`config.mk`:
```
export PLATFORM = sky130hd
export DESIGN_NAME = riscv_ctrl_fsm
export DESIGN_NICKNAME = d
export VERILOG_FILES = /design/src/rtl/riscv_ctrl_fsm.sv
export SDC_FILE = /design/constraint.sdc
export NUM_CORES = 1
export LEC_CHECK = 0
export CAP_MARGIN = 20
export CORE_UTILIZATION = 36
export DETAILED_ROUTE_END_ITERATION = 6
export GPL_ROUTABILITY_DRIVEN = 0
export PLACE_DENSITY = 0.83
export SYNTH_ARGS = -nofsm -noshare
export SYNTH_HDL_FRONTEND = slang
export SYNTH_SLANG_ARGS = --single-unit
```
`constraint.sdc`:
```
create_clock -name clk -period 2.7 [get_ports clk]
set_input_delay 0.405 -clock clk [delete_from_list [all_inputs] [get_ports clk]]
set_output_delay 0.405 -clock clk [all_outputs]
set_load 0.02 [all_outputs]
```
`src/rtl/riscv_ctrl_fsm.sv`:
```
// Multicycle IF/ID/EX/MEM/WB control sequencer for an RV32I subset datapath.
// Decode is captured at ID->EX; strobes come from registered state and decode only.
module riscv_ctrl_fsm #(
  parameter logic [6:0] SW        = 7'b0100011,
  parameter logic [6:0] LW        = 7'b0000011,
  parameter logic [6:0] IMMEDIATE = 7'b0010011,
  parameter logic [6:0] BEQ       = 7'b1100011,
  parameter logic [6:0] RR        = 7'b0110011
) (
  input  logic        clk,
  input  logic        rst,
  input  logic [31:0] instr,
  input  logic        Zero,
  input  logic        mem_ready,
  output logic        ALUSrc,
  output logic [3:0]  ALUCtrl,
  output logic        RegWrite,
  output logic        MemToReg,
  output logic        MemRead,
  output logic        MemWrite,
  output logic        loadPC,
  output logic        PCSrc,
  output logic        illegal,
  output logic [2:0]  state
);

  typedef enum logic [2:0] {
    S_IF  = 3'd0,
    S_ID  = 3'd1,
    S_EX  = 3'd2,
    S_MEM = 3'd3,
    S_WB  = 3'd4
  } state_t;

  typedef enum logic [2:0] {
    C_NOP = 3'd0,
    C_LW  = 3'd1,
    C_SW  = 3'd2,
    C_BR  = 3'd3,
    C_RR  = 3'd4,
    C_IMM = 3'd5
  } cls_t;

  localparam logic [3:0] A_AND = 4'b0000;
  localparam logic [3:0] A_OR  = 4'b0001;
  localparam logic [3:0] A_ADD = 4'b0010;
  localparam logic [3:0] A_XOR = 4'b0101;
  localparam logic [3:0] A_SUB = 4'b0110;
  localparam logic [3:0] A_SLT = 4'b0111;
  localparam logic [3:0] A_SRL = 4'b1000;
  localparam logic [3:0] A_SLL = 4'b1001;
  localparam logic [3:0] A_SRA = 4'b1010;

  state_t     st, nxt;
  cls_t       cls_q, d_cls;
  logic [3:0] alu_q, d_alu, f3_alu;
  logic       src_q, d_src, d_ill;
  logic       f3_ok, br_q;

  logic [6:0] op;
  logic [2:0] f3;
  logic       alt;

  assign op  = instr[6:0];
  assign f3  = instr[14:12];
  assign alt = instr[30];

  logic unused_bits;
  assign unused_bits = ^{instr[31], instr[29:15], instr[11:7]};

  always_comb begin
    f3_ok  = 1'b1;
    f3_alu = A_ADD;
    case (f3)
      3'b000:  f3_alu = alt ? A_SUB : A_ADD;
      3'b111:  f3_alu = A_AND;
      3'b110:  f3_alu = A_OR;
      3'b100:  f3_alu = A_XOR;
      3'b010:  f3_alu = A_SLT;
      3'b001:  f3_alu = A_SLL;
      3'b101:  f3_alu = alt ? A_SRA : A_SRL;
      default: f3_ok  = 1'b0;
    endcase
  end

  // Unsupported encodings fall through as a NOP that still retires.
  always_comb begin
    d_cls = C_NOP;
    d_alu = A_ADD;
    d_src = 1'b0;
    d_ill = 1'b0;
    unique case (1'b1)
      (op == LW): begin
        d_cls = C_LW;
        d_src = 1'b1;
      end
      (op == SW): begin
        d_cls = C_SW;
        d_src = 1'b1;
      end
      (op == BEQ): begin
        d_cls = C_BR;
        d_alu = A_SUB;
      end
      (op == RR): begin
        if (f3_ok) begin
          d_cls = C_RR;
          d_alu = f3_alu;
        end else begin
          d_ill = 1'b1;
        end
      end
      (op == IMMEDIATE): begin
        if (f3_ok) begin
          d_cls = C_IMM;
          d_src = 1'b1;
          d_alu = (f3 == 3'b000) ? A_ADD : f3_alu;
        end else begin
          d_ill = 1'b1;
        end
      end
      default: d_ill = 1'b1;
    endcase
  end

  always_comb begin
    nxt = st;
    case (st)
      S_IF:  nxt = S_ID;
      S_ID:  nxt = S_EX;
      S_EX:  nxt = S_MEM;
      S_MEM: begin
        if ((cls_q == C_LW || cls_q == C_SW) && !mem_ready)
          nxt = S_MEM;
        else
          nxt = S_WB;
      end
      S_WB:  nxt = S_IF;
      default: nxt = S_IF;
    endcase
  end

  always_ff @(posedge clk or posedge rst) begin
    if (rst) begin
      st    <= S_IF;
      cls_q <= C_NOP;
      alu_q <= 4'b0000;
      src_q <= 1'b0;
      br_q  <= 1'b0;
    end else begin
      st <= nxt;
      if (st == S_ID) begin
        cls_q <= d_cls;
        alu_q <= d_alu;
        src_q <= d_src;
      end
      if (st == S_EX)
        br_q <= (cls_q == C_BR) & Zero;
    end
  end

  assign state    = st;
  assign ALUCtrl  = alu_q;
  assign ALUSrc   = src_q;
  assign illegal  = (st == S_ID) & d_ill;
  assign MemRead  = (st == S_MEM) & (cls_q == C_LW);
  assign MemWrite = (st == S_MEM) & (cls_q == C_SW);
  assign RegWrite = (st == S_WB) &
                    (cls_q == C_LW || cls_q == C_RR ||
                     cls_q == C_IMM);
  assign MemToReg = (st == S_WB) & (cls_q == C_LW);
  assign loadPC   = (st == S_WB);
  assign PCSrc    = (st == S_WB) & br_q;

endmodule

```
Word level (Yosys, flattened, before mapping) --
Index checks and enable logic that the tools add are counted.
Word-level totals: register bits 12, input bits 36, output and inout bits 15, word-level logic and storage cells 60
Operators by class: equal/unequal tests 20, mux-type cells 17, bitwise operators 7, reduce and logical (&&, ||, !) cells 11
Operators by type and width (number):
- $pmux 4 s7 | 1
- $eq 3x3->1 const B | 7
- $eq 3x2->1 const B | 5
- $pmux 3 s5 | 1
- $eq 7x6->1 const B | 2
- $mux 3 | 4
- $mux 4 | 3
- $pmux 3 s4 | 1
- $pmux 4 s3 | 1
- $eq 3x1->1 const B | 3
- $and 1x1->1 | 7
- $eq 7x2->1 const B | 1
- $eq 7x5->1 const B | 1
- $eq 7x7->1 const B | 1
- $reduce_or 7->1 | 1
- $logic_not 3->1 | 2
- $pmux 1 s2 | 2
- $reduce_or 2->1 | 2
- $logic_or 1x1->1 | 3
- $mux 1 | 3
- $reduce_or 3->1 | 1
- $mux 2 | 1
- $logic_and 1x1->1 | 1
- $logic_not 1->1 | 1

Depth between registers and ports, before layout --
Gate-level depths: netlist (run 1).
word-level depth 6, depth in mapped cells 5, mapped depth without buffers 3

Least setup slack after synthesis (run 1) --
Ideal clock, no wire load.
path type reg-to-output, start point reg st[2] (netlist: state[2]), end point out illegal, data arrival time 1.490 ns, required time 2.295 ns, path slack 0.805 ns, stages on the path, launching flop included 5, buffers on the path 2, path through dfrtp_1 > or3b_1 > clkbuf_2 > buf_6 > a21oi_1
On the way: word-level cells in the longest chain between the ends 2
Ends and longest elaborated chain:
- start: declaration | RTL line 54 | state_t st, nxt;
- start signal: assignment | RTL line 151 | st <= nxt;
- $eq 3x1->1 | RTL line 165 | assign illegal = (st == S_ID) & d_ill;
- $and 1x1->1 | RTL line 165
- end: declaration | RTL line 23 | output logic illegal,
No other way between the ends.

Worst setup path in the final report (run 1) --
start point in instr[14], end point out illegal
On the way: word-level cells in the longest chain between the ends 6, elaborated cells on any way between the ends 12, those cells by class eq/ne: 6; mux: 3; bitwise: 1; reduce/logical: 2
Ends and longest elaborated chain:
- start: declaration | RTL line 12 | input logic [31:0] instr,
- $eq 3x3->1 (tied with other cells) | RTL line 74 | case (f3)
- $reduce_or 7->1 (no source line) *
- $mux 1 * | RTL line 74
- $mux 1 * | RTL line 106, 114
- $pmux 1 s2 * | RTL line 92 | unique case (1'b1)
- $and 1x1->1 * | RTL line 165
Mark *: on every way between the ends. The rest lies on a longest branch, timed or not.

==> results.py, run 1 <==
metrics = {
    "outcome": {
        "status": "finished clean",
    },
    "final_layout": {
        "n_antenna_cell": 0,
        "design_area_um2": 1060,
        "layout-drive-gt1-share_pct": 9.09,
        "multi_input_area_um2": 372,
        "seq_area_um2": 300,
        "instances_no_fill": 135,
        "fillers": 159,
        "area_growth_syn_to_layout_pct": 49.4,
        "nets": 147,
    },
    "logic_synthesis": {
        "synth_xor_area_share_pct": 3.69,
        "synthMuxAreaShare_pct": 1.58,
        "ys.flop_type": "dfrtp_1",
        "async_flop_share_pct": 100,
        "yosysMostFrequentCell": "dfrtp_1",
        "synth_simple_gate_area_share_pct": 28.8,
        "synth-edff-count": 0,
        "synth_compound_gate_area_share_pct": 18.1,
        "netlist.area_leader.share_pct": 42.2,
        "synthTopCellsByCount": "dfrtp_1, nand2_1, inv_1, nor2_1, nor3_1",
        "synth_top_area_cell": "dfrtp_1",
        "syn_area_per_cell_um2": 9.13,
        "yosysSeqAreaShare_pct": 42.2,
        "yosys-top-cells-area": "dfrtp_1, nand2_1, nor2b_1",
        "syn_inst": 78,
        "syn_nets": 114,
        "ys_seq_elements": 12,
        "synthAdderAreaFrac_pct": 0,
        "yosys_warnings": 0,
        "synth_top_family_by_area": "simple AND/OR/NAND/NOR gates",
        "synth_area_um2": 712,
        "synth.distinct_cells": 36,
    },
    "timing": {
        "worst_slew_margin_rel_pct": 69.4,
        "max_freq_ghz": 0.396,
        "setup_slack_ns": 0.178,
        "fin_crit_ns": 2.52,
        "max_slew.worst_pin.slew_ns": 0.459,
        "rsz0062_at_grt": "false",
        "hold_violations": 0,
        "setup_viol_count_final": 0,
        "period_share_pct": 93.4,
        "finalMaxSlewViolations": 0,
        "finalSetupTns_ns": 0,
        "finalClockSkew_ns": 0.00645,
    },
    "cts": {
        "clkTransAtPathRegs_ns": 0.08,
        "cts_buffer_depth": 2,
        "cts_buffers": 3,
        "post_cts_resized": 0,
        "root_buffer": "clkbuf_4",
        "cts_max_level": 1,
        "cts.sinks": 12,
        "post_cts_buffers": 0,
        "cts_tree": "built",
        "postCtsHoldBufs": 0,
        "insertion_delay_ns": 0.27,
    },
    "setup_path": {
        "r2r_slack_ns": 1.18,
        "rr_startpoint": "state[2]",
        "crit_type": "in -> out",
        "reg2reg_to": "ALUSrc",
        "worstSetupEndpointType": "primary output",
        "crit_path_max_fanout": 6,
        "worstRegToRegCells": 4,
        "cp.required_ns": 2.30,
        "critPathArrivalTime_ns": 2.12,
        "startpoint_type": "input pin",
    },
    "global_routing": {
        "grt-ovfl-total": 0,
        "antenna_found_initial": 0,
        "grt_pass1_vias": 630,
        "grt_use_total_pct": 16.8,
        "grt_pass1_wl_mm": 2.58,
        "grt_max_degree": 15,
    },
    "detailed_routing": {
        "via_count": 701,
        "first_iter_violations": 4,
        "vias_per_cell": 5.19,
        "dr.pass1.iters": 4,
        "route.detailed.drc": 0,
        "wirelength_mm": 1.63,
        "wire_per_inst_um": 12.1,
        "ant_nets": 0,
    },
    "floorplan": {
        "floorplan.die_area_um2": 2160,
        "core_area_um2": 1780,
        "die_w_um": 46.5,
        "initial_core_util_pct": 39.9,
        "dieHeight_um": 46.5,
        "io_pins": 51,
        "row_count": 15,
    },
    "job": {
        "cap_violations": 0,
    },
    "power": {
        "leakage_nw": 0.430,
        "ir_drop_mv": 0.461,
        "pwr_density_cell_nw_per_um2": 725,
    },
    "placement": {
        "place_area_um2": 1030,
        "dp.cells": 131,
        "port_buffers": 29,
        "dpl_worst_slack_ns": 0.227,
        "hpwl_mm": 1.23,
    },
    "min_path": {
        "min-delay-path-class": "in -> async",
    },
}
-- worst max-delay path by stage --
stage               depth (start not counted)  slack, ns      end  startpoint
floorplan                                   4       0.80  illegal    state[2]
global placement                            5       0.22  illegal   instr[14]
detailed placement                          5       0.23  illegal   instr[14]
CTS                                         5       0.19  illegal   instr[14]
global route                                5       0.11  illegal   instr[14]
finish                                      5       0.18  illegal   instr[14]
-- per-layer routing --
layer | up-vias | GRT usage (%) | part of all wire (%)
li1 | 347 | - | -
met4 | 0 | 5.88 | 1.2
met5 | - | 0 | 0
met1 | 316 | 19.0 | 43
met3 | 4 | 2.35 | 5.7
met2 | 34 | 31.4 | 50
-- metrics by stage --
stage	hold WS, ns	power, mW	util (%)
5_1_grt	0.482	0.821	59.6
3_5_place_dp	0.466	0.631	57.6
2_1_floorplan	0.270	0.487	-
4_1_cts	0.456	0.774	59.6
6_report	0.434	0.771	59.6
3_3_place_gp	0.463	0.623	57.6
-- power by group --
part	total [mW]	leakage [nW]	internal (mW)	switching, mW
combinational	0.357	0.254	0.176	0.181
clock	0.142	0.0210	0.0820	0.0598
sequential	0.271	0.155	0.220	0.0512
-- placed cells by master (no fill, tap or decap), types with 2 or more instances in the layout --
cell             instances
clkdlybuf4s50_1         29
dfrtp_1                 12
nand2_1                  9
inv_1                    5
nor3_1                   5
nor2_1                   5
nor2b_1                  4
a21oi_1                  4
o31ai_1                  3
clkbuf_4                 3
o21ai_0                  2
xnor2_1                  2
o22ai_1                  2
buf_4                    2
-- state kept, by name, indices dropped and copies added (netlist names) --
signal / flops
ALUCtrl: 4
ALUSrc: 1
br_q: 1
cls_q: 3
state: 3
-- area by class of cell --
cell class                      count  share of cell area, %
Sequential cell                    12                   28.2
Multi-Input combinational cell     58                   34.9
Timing Repair Buffer               31                   28.7
Tap cell                           25                   2.94
Inverter                            5                   1.76
Clock buffer                        4                   3.41
-- critical path: stages --
cell and delay [ns]:
clkdlybuf4s50_1 0.50, and3b_1 0.32, o22ai_1 0.10, a21oi_1 0.16
clkdlybuf4s50_1 0.62
-- cells by family (layout without fill, tap and decap cells) --
| family | after synthesis | after routing |
|---|---|---|
| xor+xnor | 3 | 3 |
| simple gates | 36 | 36 |
| compound gates | 18 | 18 |
| buf+inv | 8 | 40 |
| mux | 1 | 1 |
| flops | 12 | 12 |
(Power assumes the default switching activity.)
==> run 2: changes to the inputs <==
--- a/config.mk
+++ b/config.mk
@@ -10,6 +10,7 @@
 export DETAILED_ROUTE_END_ITERATION = 6
 export GPL_ROUTABILITY_DRIVEN = 0
 export PLACE_DENSITY = 0.83
+export SKIP_LAST_GASP = 1
 export SYNTH_ARGS = -nofsm -noshare
 export SYNTH_HDL_FRONTEND = slang
 export SYNTH_SLANG_ARGS = --single-unit
==> results of run 2 <==
Same layout as run 1: the final DEF is identical, and so are final timing and power.
==> run 3: changes to the inputs <==
--- a/config.mk
+++ b/config.mk
@@ -9,7 +9,7 @@
 export CORE_UTILIZATION = 36
 export DETAILED_ROUTE_END_ITERATION = 6
 export GPL_ROUTABILITY_DRIVEN = 0
-export PLACE_DENSITY = 0.83
+export PLACE_DENSITY = 0.95
 export SKIP_LAST_GASP = 1
 export SYNTH_ARGS = -nofsm -noshare
 export SYNTH_HDL_FRONTEND = slang
==> results.py, run 3 (synthesis results as in run 1) <==
metrics = {
    "cts": {
        "cts_buffers": 3,
        "cts_buffer_depth": 2,
        "clkTransAtPathRegs_ns": 0.08,
        "cts_tree": "built",
        "insertion_delay_ns": 0.28,
        "postCtsHoldBufs": 0,
        "post_cts_buffers": 0,
        "cts.sinks": 12,
        "post_cts_resized": 0,
        "cts_max_level": 1,
        "root_buffer": "clkbuf_4",
    },
    "floorplan": {
        "row_count": 15,
        "io_pins": 51,
        "core_area_um2": 1780,
        "dieHeight_um": 46.5,
        "die_w_um": 46.5,
        "initial_core_util_pct": 39.9,
        "floorplan.die_area_um2": 2160,
    },
    "power": {
        "ir_drop_mv": 0.458,
        "p_sw_mw": 0.293,
        "pwr_density_cell_nw_per_um2": 725,
        "seq_power_share_pct": 35.0,
        "leakage_nw": 0.430,
        "switching_share_pct": 37.9,
        "cellInternalPower_mw": 0.479,
        "clkPwrFrac_pct": 18.5,
        "p_comb_share_pct": 46.5,
    },
    "final_layout": {
        "largest_register_ffs": 4,
        "instances_no_fill": 135,
        "layout-drive-gt1-share_pct": 9.09,
        "area_growth_syn_to_layout_pct": 49.4,
        "mostFrequentLayoutCells": "clkdlybuf4s50_1, dfrtp_1, nand2_1",
        "n_antenna_cell": 0,
        "mostFrequentLayoutCell": "clkdlybuf4s50_1",
        "nets": 147,
    },
    "timing": {
        "max_slew.worst_pin.slew_ns": 0.447,
        "worst_slew_margin_rel_pct": 70.2,
        "finalSetupTns_ns": 0,
        "max_freq_ghz": 0.399,
        "hold_violations": 0,
        "fin_crit_ns": 2.51,
        "finalMaxSlewViolations": 0,
        "finalClockSkew_ns": 0.00727,
        "period_share_pct": 92.9,
        "rsz0062_at_grt": "false",
        "setup_viol_count_final": 0,
    },
    "min_path": {
        "min-delay-path-class": "in -> async",
    },
    "detailed_routing": {
        "dr.pass1.iters": 2,
        "wirelength_mm": 1.59,
        "wire_per_inst_um": 11.7,
        "via_count": 715,
        "vias_per_cell": 5.30,
        "first_iter_violations": 9,
        "ant_nets": 0,
        "route.detailed.drc": 0,
    },
    "job": {
        "cap_violations": 0,
    },
    "setup_path": {
        "cp.required_ns": 2.30,
        "crit_type": "in -> out",
        "slowest_delay_ns": 0.63,
        "startpoint_type": "input pin",
        "r2r_slack_ns": 1.18,
        "cp_cell_sequence": "clkdlybuf4s50_1 > and3b_1 > o22ai_1 > a21oi_1 > clkdlybuf4s50_1",
        "critPathArrivalTime_ns": 2.10,
        "cpMostUsedCell": "clkdlybuf4s50_1",
        "worstSetupEndpointType": "primary output",
        "cp_slowest_cell": "clkdlybuf4s50_1",
        "worstRegToRegCells": 4,
        "crit_path_max_fanout": 6,
    },
    "global_routing": {
        "antenna_found_initial": 0,
        "grt_use_total_pct": 17.7,
        "grt_pass1_vias": 663,
        "grt-ovfl-total": 0,
        "grt_max_degree": 15,
        "grt_pass1_wl_mm": 2.65,
    },
    "placement": {
        "port_buffers": 29,
        "hpwl_mm": 1.27,
        "dp.cells": 131,
    },
    "outcome": {
        "status": "finished clean",
    },
}
## run 3: cell counts in the layout (fill, tap and decap cells not counted)
Identical to the previous run, type by type.
## run 3: final timing paths
check	end	from
min in group clk	ALUCtrl[3]	ALUCtrl[3]
max reg2reg	ALUSrc	state[2]
min reg2reg	ALUCtrl[3]	ALUCtrl[3]
max	illegal	instr[14]
max in group asynchronous	ALUCtrl[1]	rst
min	cls_q[2]	rst
## run 3: per-stage QoR
step	setup WS [ns]	hold slack (ns)	area (um^2)	power [mW]	util [%]
after global routing	0.149	0.488	1060	0.826	59.6
final	0.191	0.426	1060	0.771	59.6
after floorplan	0.805	0.270	712	0.487	-
after CTS	0.196	0.444	1060	0.778	59.6
after global placement	0.221	0.465	1030	0.620	57.6
after detailed placement	0.216	0.470	1030	0.633	57.6
## run 3: worst max-delay path, delay by kind of cell
| family | cells | cell delay [ns] |
|---|---|---|
| buffers and inverters | 2 | 1.12 |
| AND/OR/NAND/NOR | 1 | 0.33 |
| AO/OA/AOI/OAI | 2 | 0.25 |
## run 3: power groups by stage
stage                     registers, mW  clock network, mW  logic (mW)
after CTS                         0.270              0.146       0.362
after detailed placement          0.273                  0       0.360
after global routing              0.278              0.158       0.391
after global placement            0.270                  0       0.350
after floorplan                   0.306                  0       0.181
final                             0.270              0.142       0.359
## run 3: layer usage
metal / routed length [um] / track usage, %
met1: 694 / 18.8
met2: 781 / 31.9
met3: 83 / 3.92
met4: 26 / 8.82
met5: 0 / 0
## run 3: cell type report
type / count / area (um^2)
clock buffers: 4 / 36.3
fillers: 162 / 719
inverters: 5 / 18.8
multi-input cells: 58 / 372
flip-flops and latches: 12 / 300
well taps: 25 / 31.3
repair buffers: 31 / 305
